--- src/rtl/rr_fifo_arbiter.sv ---
// rr_fifo_arbiter: round-robin drain of four virtual-channel FIFOs into one
// output FIFO; pops are registered and returned words re-timed in pop order.
module rr_fifo_arbiter #(
   parameter int DATA_WIDTH = 10,
   parameter int RD_LATENCY = 2,
   parameter int CNT_WIDTH  = 8
) (
   input  logic                    clk,
   input  logic                    reset,
   input  logic [3:0]              fifo_empty,
   input  logic [3:0]              fifo_almost_empty,
   input  logic [4*DATA_WIDTH-1:0] fifo_data_in,
   input  logic                    out_almost_full,
   input  logic                    out_full,
   output logic [3:0]              pop,
   output logic                    push_out,
   output logic [DATA_WIDTH-1:0]   data_out,
   output logic [1:0]              grant,
   output logic                    idle_out,
   output logic [CNT_WIDTH-1:0]    word_count
);

   localparam int MW = $clog2(RD_LATENCY + 1);

   typedef enum logic [1:0] {
      IDLE   = 2'd0,
      ACTIVE = 2'd1,
      PAUSE  = 2'd2
   } state_t;

   state_t                state_q;
   logic [3:0]            pop_q;
   logic [1:0]            grant_q;
   logic [MW-1:0]         mask_cnt_q [4];

   logic [RD_LATENCY-1:0] pv_q;
   logic [RD_LATENCY-1:0] pv_d;
   logic [1:0]            pidx_q [RD_LATENCY];
   logic [1:0]            pidx_d [RD_LATENCY];

   logic                  push_q;
   logic                  push_d;
   logic [DATA_WIDTH-1:0] data_q;
   logic [DATA_WIDTH-1:0] data_d;
   logic [CNT_WIDTH-1:0]  cnt_q;
   logic [CNT_WIDTH-1:0]  cnt_d;

   logic                  stall;
   logic [3:0]            mask;
   logic [3:0]            cand;
   logic                  win_found;
   logic [1:0]            win_idx;
   logic [DATA_WIDTH-1:0] words [4];
   logic                  tail_v;
   logic [1:0]            tail_idx;

   assign stall = out_almost_full | out_full;

   always_comb begin
      mask = '0;
      for (int i = 0; i < 4; i++) begin
         mask[i]  = (mask_cnt_q[i] != '0);
         words[i] = fifo_data_in[i*DATA_WIDTH +: DATA_WIDTH];
      end
      cand = ~fifo_empty & ~mask;
   end

   // Search starts one past the last grant; k==4 revisits grant itself last.
   always_comb begin
      logic [1:0] idx;
      win_found = 1'b0;
      win_idx   = grant_q;
      idx       = grant_q;
      for (int k = 1; k <= 4; k++) begin
         idx = grant_q + 2'(k);
         if (!win_found && cand[idx]) begin
            win_found = 1'b1;
            win_idx   = idx;
         end
      end
   end

   always_ff @(posedge clk or negedge reset) begin
      if (!reset) begin
         state_q <= IDLE;
         pop_q   <= '0;
         grant_q <= 2'd3;
         for (int i = 0; i < 4; i++) begin
            mask_cnt_q[i] <= '0;
         end
      end else begin
         pop_q <= '0;
         for (int i = 0; i < 4; i++) begin
            if (mask_cnt_q[i] != '0) begin
               mask_cnt_q[i] <= mask_cnt_q[i] - MW'(1);
            end
         end
         unique case (state_q)
            IDLE: begin
               if (fifo_empty != 4'hf) begin
                  state_q <= stall ? PAUSE : ACTIVE;
               end
            end
            ACTIVE: begin
               if (stall) begin
                  state_q <= PAUSE;
               end else if (!win_found) begin
                  state_q <= IDLE;
               end else begin
                  pop_q   <= 4'b0001 << win_idx;
                  grant_q <= win_idx;
                  // Hide the flag lag of a FIFO about to run dry.
                  if (fifo_almost_empty[win_idx]) begin
                     mask_cnt_q[win_idx] <= MW'(RD_LATENCY);
                  end
               end
            end
            PAUSE: begin
               if (!stall) begin
                  state_q <= win_found ? ACTIVE : IDLE;
               end
            end
            default: state_q <= IDLE;
         endcase
      end
   end

   always_comb begin
      pv_d      = '0;
      pv_d[0]   = |pop_q;
      pidx_d[0] = grant_q;
      for (int k = 1; k < RD_LATENCY; k++) begin
         pv_d[k]   = pv_q[k-1];
         pidx_d[k] = pidx_q[k-1];
      end
   end

   assign tail_v   = pv_q[RD_LATENCY-1];
   assign tail_idx = pidx_q[RD_LATENCY-1];

   always_comb begin
      push_d = tail_v;
      data_d = tail_v ? words[tail_idx] : data_q;
      cnt_d  = cnt_q + CNT_WIDTH'(tail_v);
   end

   always_ff @(posedge clk or negedge reset) begin
      if (!reset) begin
         pv_q   <= '0;
         push_q <= 1'b0;
         data_q <= '0;
         cnt_q  <= '0;
         for (int k = 0; k < RD_LATENCY; k++) begin
            pidx_q[k] <= '0;
         end
      end else begin
         pv_q   <= pv_d;
         push_q <= push_d;
         data_q <= data_d;
         cnt_q  <= cnt_d;
         for (int k = 0; k < RD_LATENCY; k++) begin
            pidx_q[k] <= pidx_d[k];
         end
      end
   end

   assign pop        = pop_q;
   assign grant      = grant_q;
   assign push_out   = push_q;
   assign data_out   = data_q;
   assign word_count = cnt_q;
   assign idle_out   = (state_q == IDLE) && (pv_q == '0);

endmodule

--- config.mk ---
export PLATFORM = sky130hd
export DESIGN_NAME = rr_fifo_arbiter
export DESIGN_NICKNAME = d
export VERILOG_FILES = /design/src/rtl/rr_fifo_arbiter.sv
export SDC_FILE = /design/constraint.sdc
export NUM_CORES = 1
export LEC_CHECK = 0
export CELL_PAD_IN_SITES_DETAIL_PLACEMENT = 1
export CELL_PAD_IN_SITES_GLOBAL_PLACEMENT = 2
export CORE_MARGIN = 1.5
export CORE_UTILIZATION = 30
export CTS_BUF_LIST = sky130_fd_sc_hd__clkbuf_8
export CTS_CLUSTER_DIAMETER = 60
export CTS_CLUSTER_SIZE = 12
export DETAILED_ROUTE_END_ITERATION = 16
export PLACE_DENSITY = 0.95
export SLEW_MARGIN = 20
export SYNTH_ARGS = -nofsm -noshare
export SYNTH_HDL_FRONTEND = slang
export SYNTH_SLANG_ARGS = --single-unit
--- constraint.sdc ---
create_clock -name clk -period 3.35 [get_ports clk]
set_clock_uncertainty 0.05 [all_clocks]
set_input_delay 0.67 -clock clk [delete_from_list [all_inputs] [get_ports clk]]
set_output_delay 0.67 -clock clk [all_outputs]
set_load 0.1 [all_outputs]
==> flow_metrics.py <==
metrics = {
    "worst_setup_path": {
        "required_ns": 3.47,
        "startpoint_type": "input port",
        "crit_slowest_cell": "clkdlybuf4s50_1",
        "critPathTopFamily": "simple AND/OR/NAND/NOR gates",
        "critPathCaptureType": "register",
        "cp_common_cell": "nor3_1",
        "path_class": "in2reg",
        "cp.arrival_ns": 2.38,
        "r2r_cells": 5,
        "cp_max_fo": 3,
        "critPathMaxStageDelay_ns": 0.45,
        "crit_chain": "clkdlybuf4s50_1, nor3_1, a21oi_2, nor3_1, nor2_2, a32o_1",
        "path_buf_inv": 1,
        "crit_cells": 6,
    },
    "clocking": {
        "tritoncts": "done",
        "numCtsBuffers": 5,
        "cts.sinks": 41,
        "postCtsSetupBuffers": 0,
        "clock_latency_ns": 0.29,
        "root_buffer": "clkbuf_8",
        "clkTransAtPathRegs_ns": 0.08,
        "post_cts_resized": 0,
        "clock_path_buffers": 2,
        "hold_buffers": 0,
        "h-tree-depth": 2,
    },
    "pwr": {
        "power_mw": 2.19,
        "comb_power_share": 0.499,
        "p_leak_nw": 1.22,
        "p_per_area_nw_per_um2": 800,
        "peakVddDrop_mv": 0.582,
        "clkPwrFrac": 0.176,
        "power_switching_mw": 1.06,
        "p_sw_frac": 0.481,
        "p_int_mw": 1.14,
        "p_seq_frac": 0.325,
    },
    "drt": {
        "wl_per_cell_um": 16.8,
        "drtIter0Drc": 35,
        "drtPass1Iterations": 2,
        "drc": 0,
        "ant_nets": 0,
        "routed_wl_mm": 4.82,
        "via_per_inst": 4.90,
        "vias": 1401,
    },
    "die": {
        "die_w_um": 82.0,
        "core_area_um2": 5990,
        "io_pins": 78,
        "start_util": 0.313,
        "rows": 28,
        "die_h_um": 82.0,
        "dieArea_um2": 6730,
    },
    "logic_synthesis": {
        "yosysUniqueCellTypes": 40,
        "syn-mean-instance-area_um2": 14.2,
        "synth_seq_cells": 41,
        "synth_ff_type": "dfrtp_1",
        "ys_seq_area_frac": 0.549,
        "ys_warn_count": 0,
        "syn_nets": 186,
        "synthCells": 132,
        "synth_edf_count": 0,
        "synthArstFlopShare": 1.00,
        "syn_area_um2": 1870,
    },
    "hold_path": {
        "hold_path_class": "reg2reg",
        "hold_depth": 0,
    },
    "global_route": {
        "grt_pass1_vias": 1474,
        "grtUsageTotal": 0.156,
        "grt_max_degree": 42,
        "gr-total-overflow": 0,
        "grt_pass1_wl_mm": 7.65,
        "antenna_found_initial": 0,
    },
    "layout": {
        "antennaDiodeCount": 0,
        "fin_nets": 264,
        "layout-drive-gt1-share": 0.318,
        "syn2layout_area_growth_pct": 46.4,
    },
    "timing": {
        "fin_crit_ns": 2.26,
        "hold_violations": 0,
        "fmaxAchievable_mhz": 443,
        "setup_viol": 0,
        "setup_tns_ns": 0,
        "maxSlewViolCount": 0,
        "worst_pin_slew_ns": 0.911,
        "fin_crit_sh": 0.674,
        "fin_ws_ns": 1.09,
        "rsz0062_at_grt": "false",
        "relSlewSlack": 0.393,
    },
    "place": {
        "dp_hpwl_mm": 3.82,
        "numPortBuffers": 77,
        "gp_congestion": 0.744,
        "dpl_worst_slack_ns": 0.771,
    },
    "job": {
        "cap_violations": 0,
    },
    "status": {
        "status": "finished clean",
    },
}
-- cells in the final DEF (no fill, tap or decap), types with 2 or more instances in the layout --
cell | synthesis | layout
a211oi_1 | 2 | 2
a21oi_1 | 2 | 2
a32o_1 | 4 | 4
buf_4 | 2 | 26
clkbuf_8 | 0 | 5
clkdlybuf4s50_1 | 0 | 50
dfrtp_1 | 39 | 39
dfstp_2 | 2 | 2
ha_1 | 2 | 2
mux2_2 | 10 | 10
mux4_2 | 10 | 10
nand2_1 | 5 | 5
nand3_1 | 2 | 2
nand4_1 | 2 | 2
nor2_1 | 4 | 4
nor2_2 | 2 | 2
nor2b_1 | 4 | 4
nor3_1 | 10 | 10
o21ai_0 | 2 | 2
xnor2_1 | 4 | 4
xor2_1 | 2 | 2
-- flip-flops by register name, indices dropped and copies added, names as in the netlist --
signal / cells
word_count: 8
pidx_d: 2
grant: 2
pv_q: 2
tail_idx: 2
push_out: 1
data_out: 10
mask_cnt_q: 8
pop: 4
state_q: 2
-- power by group through the flow --
stage | Clock [mW] | Sequential, mW | Combinational (mW)
after floorplan | 0 | 1.21 | 0.341
after global placement | 0 | 0.716 | 1.08
after detailed placement | 0 | 0.729 | 1.10
after CTS | 0.402 | 0.719 | 1.10
after global routing | 0.426 | 0.736 | 1.13
final | 0.385 | 0.713 | 1.09
-- worst paths after layout --
kind,start,endpoint,slack (ns)
max,fifo_empty[0],mask_cnt_q[1],1.09
min,pidx_d[0],tail_idx[0],0.30
max reg2reg,grant[1],mask_cnt_q[3],1.45
min reg2reg,pidx_d[0],tail_idx[0],0.30
max in group asynchronous,reset,mask_cnt_q[1],2.23
min in group asynchronous,reset,word_count[3],0.46
-- cell usage after synthesis, types with 4 or more instances --
cell / n / share of area
a32o_1: 4 / 0.021
dfrtp_1: 39 / 0.52
mux2_2: 10 / 0.060
mux4_2: 10 / 0.12
nand2_1: 5 / 0.010
nor2_1: 4 / 0.0080
nor2b_1: 4 / 0.013
nor3_1: 10 / 0.027
xnor2_1: 4 / 0.019
-- final cells by class --
class                   instances  area [µm²]
flip-flops and latches         41        1030
fillers                       650        3250
clock inverters                 3        38.8
well taps                      75        93.8
repair buffers                 77         701
multi-input cells              85         812
clock buffers                   5        68.8
-- per-stage QoR --
step                 util  instance area [µm²]  hold slack [ns]  cells
floorplan               -                 1880            0.281    132
global placement    0.440                 2640            0.281    278
detailed placement  0.440                 2640            0.287    278
CTS                 0.458                 2740            0.305    286
global route        0.458                 2740            0.316    286
finish              0.458                 2740            0.303    286
-- per-layer routing --
metal,share of wire,GRT usage
met1,0.39,0.176
met2,0.54,0.275
met3,0.063,0.0533
met4,0.0031,0.0458
met5,0,0
-- cell families after synthesis --
kind of cell | count (synthesis) | share of synthesized area
fa+ha+maj | 2 | 0.0134
buf+inv | 6 | 0.0207
xor+xnor | 6 | 0.0281
flops | 41 | 0.549
mux | 20 | 0.180
simple gates | 40 | 0.136
compound gates | 17 | 0.0721
Power figures use the tool's default switching activity.
